### config.mk
export PLATFORM = sky130hd
export DESIGN_NAME = step_calc_sequencer
export DESIGN_NICKNAME = d
export VERILOG_FILES = /design/src/rtl/silencer_ctl_pkg.sv /design/src/rtl/step_calc_sequencer.sv
export SDC_FILE = /design/constraint.sdc
export NUM_CORES = 1
export LEC_CHECK = 0
export BUFFER_PORTS_ARGS = -buffer_cell sky130_fd_sc_hd__clkbuf_2
export CAP_MARGIN = 10
export CORE_ASPECT_RATIO = 0.8
export CORE_MARGIN = 3
export CORE_UTILIZATION = 25
export CTS_CLUSTER_DIAMETER = 120
export DETAILED_ROUTE_END_ITERATION = 16
export MAX_ROUTING_LAYER = met4
export PLACE_DENSITY = 0.42
export SLEW_MARGIN = 20
export SYNTH_ARGS = -nofsm -noshare
export SYNTH_HDL_FRONTEND = slang
export SYNTH_SLANG_ARGS = --single-unit
### constraint.sdc
create_clock -name CLK -period 1.98 [get_ports CLK]
set_input_delay 0.198 -clock CLK [delete_from_list [all_inputs] [get_ports CLK]]
set_output_delay 0.198 -clock CLK [all_outputs]
set_load 0.01 [all_outputs]
### src/rtl/silencer_ctl_pkg.sv
// Shared types and constants for the silencer control sequencing logic.
package silencer_ctl_pkg;

    typedef enum logic [1:0] {
        GUARD,
        IDLE,
        FETCH,
        DRAIN
    } state_t;

    // The calculator divides by the completion step count, so it may never be zero.
    localparam logic [7:0] MIN_COMPLETION_STEPS = 8'd1;

    function automatic logic [7:0] clamp_steps(input logic [7:0] steps);
        return (steps < MIN_COMPLETION_STEPS) ? MIN_COMPLETION_STEPS : steps;
    endfunction

endpackage

### src/rtl/step_calc_sequencer.sv
// Streams one frame of DEPTH intensities into the intensity step calculator and
// waits for all of its results, with request queuing, overrun and timeout flags.
module step_calc_sequencer
    import silencer_ctl_pkg::*;
#(
    parameter int unsigned DEPTH   = 249,
    parameter int unsigned TIMEOUT = 32
) (
    input  logic       CLK,
    input  logic       RST,
    input  logic       UPDATE,
    input  logic [7:0] COMPLETION_STEPS_IN,
    output logic [7:0] ADDR,
    input  logic [7:0] INTENSITY_IN,
    output logic       DIN_VALID,
    output logic [7:0] INTENSITY,
    output logic [7:0] COMPLETION_STEPS,
    input  logic       CALC_DOUT_VALID,
    output logic       BUSY,
    output logic       DONE,
    output logic       OVERRUN,
    output logic       TIMEOUT_ERR,
    input  logic       ERR_CLR
);

    localparam int unsigned    TW        = $clog2(TIMEOUT + 1);
    localparam logic [8:0]     DEPTH_C   = 9'(DEPTH);
    localparam logic [8:0]     ADDR_LAST = 9'(DEPTH - 1);
    localparam logic [TW-1:0]  TMO_LAST  = TW'(TIMEOUT - 1);

    state_t        state;
    state_t        state_next;
    logic [8:0]    addr_cnt;
    logic [8:0]    res_cnt;
    logic [TW-1:0] tmo_cnt;
    logic [7:0]    steps_q;
    logic          pending;
    logic          din_valid_q;
    logic          overrun_q;
    logic          timeout_q;

    logic          busy;
    logic          tmo_last;
    logic          start;
    logic          done;
    logic          abandon;

    always_comb begin
        state_next = state;
        start      = 1'b0;
        done       = 1'b0;
        abandon    = 1'b0;
        busy       = (state == FETCH) || (state == DRAIN);
        tmo_last   = (tmo_cnt == TMO_LAST);
        case (state)
            GUARD: if (tmo_last) state_next = IDLE;
            IDLE: begin
                if (UPDATE || pending) begin
                    start      = 1'b1;
                    state_next = FETCH;
                end
            end
            FETCH: if (addr_cnt == ADDR_LAST) state_next = DRAIN;
            DRAIN: begin
                if (res_cnt == DEPTH_C) begin
                    done       = 1'b1;
                    state_next = IDLE;
                end else if (tmo_last) begin
                    abandon    = 1'b1;
                    state_next = IDLE;
                end
            end
            default: state_next = GUARD;
        endcase
    end

    always_ff @(posedge CLK) begin
        if (RST) begin
            state       <= GUARD;
            addr_cnt    <= '0;
            res_cnt     <= '0;
            tmo_cnt     <= '0;
            steps_q     <= MIN_COMPLETION_STEPS;
            pending     <= 1'b0;
            din_valid_q <= 1'b0;
            overrun_q   <= 1'b0;
            timeout_q   <= 1'b0;
        end else begin
            state       <= state_next;
            // Data for the address issued this cycle arrives next cycle.
            din_valid_q <= (state == FETCH);

            // One counter serves both the post-reset guard and the drain watchdog.
            if (state_next != state)
                tmo_cnt <= '0;
            else if ((state == GUARD) || (state == DRAIN))
                tmo_cnt <= tmo_cnt + 1'b1;

            if (start) begin
                addr_cnt <= '0;
                res_cnt  <= '0;
                steps_q  <= clamp_steps(COMPLETION_STEPS_IN);
            end else begin
                if ((state == FETCH) && (addr_cnt != ADDR_LAST))
                    addr_cnt <= addr_cnt + 9'd1;
                if (busy && CALC_DOUT_VALID && (res_cnt != DEPTH_C))
                    res_cnt <= res_cnt + 9'd1;
            end

            if (start)
                pending <= 1'b0;
            else if (UPDATE && ((state == GUARD) || busy))
                pending <= 1'b1;

            overrun_q <= (overrun_q & ~ERR_CLR) | (UPDATE & busy & pending);
            timeout_q <= (timeout_q & ~ERR_CLR) | abandon;
        end
    end

    assign ADDR             = addr_cnt[7:0];
    assign DIN_VALID        = din_valid_q;
    assign INTENSITY        = INTENSITY_IN;
    assign COMPLETION_STEPS = steps_q;
    assign BUSY             = busy;
    assign DONE             = done;
    assign OVERRUN          = overrun_q;
    assign TIMEOUT_ERR      = timeout_q;

endmodule

==> metrics.csv <==
metric,value,unit
outcome,"complete, no violations",
grt_pass1_vias,1448,
slowest_stage,dfxtp_1,
highest_layer,met4,
r2r_slack,180,ps
maxCapViolations,0,
drtIter0Drc,71,
grt-ovfl-total,0,
h-tree-depth,2,
crit_end,res_cnt[5]$_SDFFE_PP0P_,
yosysTopAreaCell,dfxtp_1,
hold_path.class,in -> reg,
numCtsBuffers,5,
vias,1486,
met2_wirelength,1704,um
mostFrequentLayoutCells,"dfxtp_1 (38), clkbuf_2 (33), nor2_1 (22), inv_1 (11)",
synthCells,212,
synthArstFlopShare,0,%
dr.pass1.iters,4,
period_needed,1804,ps
grt_usage,10.10,%
clk_pin_slew_worst_paths,80,ps
synth-adder-area-share,5.859,%
tns,0,ps
path_cells,"ha_1, o211ai_1, nor4_1, xnor2_1, nor2_1",
cp_max_fo,8,
hold_viol_final,0,
yosys.cell_types.count,39,
cp-end-kind,flip-flop,
yosys.area.top_type_share,39.58,%
initial_core_util,26.83,%
skew,5.595,ps
totalWireLength,4088,um
die-area,8782,um2
p_switching,0.0004594,W
path_depth,5,
pwr-share-comb,13.2,%
antenna_cells,0,
hold_slack,134.2,ps
synth_edf_count,0,
crit_buf_inv,0,
rsz0062_at_grt,false,
timing.rr.end,res_cnt[5]$_SDFFE_PP0P_,
reg2reg_from,state[1]$_SDFF_PP0_,
insertion_delay,290,ps
leakage,0.8364,nW
yosys_warnings,0,
fin_crit_sh,91.09,%
core-area,7162,um2
gpl.final_weighted_congestion,0.7818,
cp-startpoint,state[1]$_SDFF_PP0_,
seq_power_share,48.4,%
worstPathArrival,1980,ps
ys_seq_elements,38,
via_per_inst,4.423,
cp-start-kind,flip-flop,
drive_above_1_share,22.55,%
layout_commonest_cell,dfxtp_1,
grt_max_degree,20,
worstSetupPathType,reg -> reg,
ys_seq_area_share,39.58,%
synth_flop_cell,dfxtp_1,
synthMuxAreaShare,1.042,%
max_stage_delay,450,ps
synth_area,1922,um2
cts.sinks,38,
dp_hpwl,3100,um
pwr_density_cell,786.1,nW/um2
area.growth.synth_to_final,15.30,%
clockRootBuffer,clkbuf_8,
final_nets,264,
syn_nets,242,
synth_area_leaders,"dfxtp_1 (40%), buf_4 (7.0%), ha_1 (5.9%)",
max_freq,0.5545,GHz
drc,0,
clk_path_buf_depth,2,
slew_violations,0,
row_count,27,
synth_top_family_by_area,simple AND/OR/NAND/NOR gates,
tightest_slew,549.5,ps
routedLengthMet1,2198,um
slew_headroom,63.21,%
crit_family,flip-flops,
ios,50,
io_buffers,33,
synthSimpleGateAreaFrac,21.29,%
crit_required,2160,ps
wl_met3,165,um
fp.dieH,84.42,um
avgSynthCellArea,9.065,um2
setup_viol,0,
switching_share,26.37,%
synth-compound-area-share,14.84,%
reg2regPathDepth,5,
routedWlPerCell,12.17,um
grt_pass1_wl,7079,um
power.internal,0.001282,W
postCtsSetupRepairBufs,0,
chipWidth,104.0,um
drtAntennaViolNets,0,
synth_xor_area_share,7.292,%
p_clk_share,38.4,%
cts_tree,built,
ir_worst_vdd,0.4059,mV
antenna_found_initial,0,
-- worst min path at each step --
stage	from	endpoint	slack (ps)	depth (start not counted)
after global placement	INTENSITY_IN[4]	INTENSITY[4]	400	0
after detailed placement	INTENSITY_IN[4]	INTENSITY[4]	400	0
after floorplan	COMPLETION_STEPS_IN[1]	COMPLETION_STEPS[1]$_SDFFE_PP0P_	320	1
final	COMPLETION_STEPS_IN[6]	COMPLETION_STEPS[6]$_SDFFE_PP0P_	130	2
after global routing	COMPLETION_STEPS_IN[2]	COMPLETION_STEPS[2]$_SDFFE_PP0P_	120	2
after CTS	COMPLETION_STEPS_IN[6]	COMPLETION_STEPS[6]$_SDFFE_PP0P_	120	2
-- worst reg2reg max path: cells and delay by family (launching register included) --
family / cells / cell delay [ps]
adders and majority gates: 1 / 360
and+or+nand+nor: 2 / 440
DFF: 1 / 450
xor gates and xnor gates: 1 / 160
AOI/OAI and AO/OA: 1 / 290
-- sequential cells by signal, summed over array words and instances, names as in the netlist --
name / cells
TIMEOUT_ERR: 1
res_cnt: 9
pending: 1
tmo_cnt: 6
COMPLETION_STEPS: 8
DIN_VALID: 1
OVERRUN: 1
state: 2
addr_cnt: 9
-- logic make-up (layout without fill, tap and decap cells) --
family / count (synthesis) / count (layout)
multiplexers: 2 / 2
XOR/XNOR: 16 / 16
AND/OR/NAND/NOR: 73 / 73
adder cells (fa/ha/maj): 9 / 9
flip-flops: 38 / 38
buffers and inverters: 33 / 56
AO/OA/AOI/OAI: 41 / 41
-- power groups by stage --
stage / Sequential, W / Combinational [W] / Clock (W)
4_1_cts: 0.000843 / 0.000231 / 0.000701
2_1_floorplan: 0.000857 / 0.000177 / 0
5_1_grt: 0.000850 / 0.000262 / 0.000741
6_report: 0.000842 / 0.000230 / 0.000669
3_5_place_dp: 0.000860 / 0.000231 / 0
3_3_place_gp: 0.000859 / 0.000234 / 0
-- cell type report --
cell class | instances | area, um2
multi-input cells | 141 | 978.4
repair buffers | 37 | 195.2
inverters | 11 | 41.29
clock buffers | 5 | 68.82
flip-flops and latches | 38 | 760.7
clock inverters | 3 | 45.04
well taps | 101 | 126.4
fillers | 796 | 4946
-- per-layer routing --
layer | global-route usage [%] | vias to the layer above
li1 | - | 782
met2 | 14.34 | 24
met3 | 2.690 | 2
met5 | - | -
met4 | 3.019 | 0
met1 | 13.97 | 678
-- Yosys cell counts, drive strengths merged, types with 2 or more instances --
master,count
a21oi,10
xor2,6
o211ai,2
nor2,22
a32oi,2
dfxtp,38
xnor2,10
or3,6
o21ai,10
a211oi,3
nand3,3
buf,20
nand4,5
inv,11
nor3,8
nor4,9
nor3b,2
clkbuf,2
nand2,8
nor2b,2
nand4b,2
ha,9
mux2i,2
a22o,7
-- metrics by stage --
stage | worst slack, ps | power [W] | util (%) | cells | instance area [um2]
2_1_floorplan | 392.7 | 0.001035 | - | 212 | 1922
3_3_place_gp | 107.3 | 0.001093 | 29.19 | 328 | 2091
3_5_place_dp | 92.23 | 0.001091 | 29.19 | 328 | 2091
4_1_cts | 52.43 | 0.001776 | 30.78 | 336 | 2205
5_1_grt | 33.60 | 0.001853 | 30.94 | 336 | 2216
6_report | 176.4 | 0.001742 | 30.94 | 336 | 2216
-- repair_timing --
item,4_1_cts,5_1_grt
endpoints found under the setup margin,0,9
resized for setup,0,3
hold buffers,0,0
Note: power is estimated with default switching activity, not from simulation.
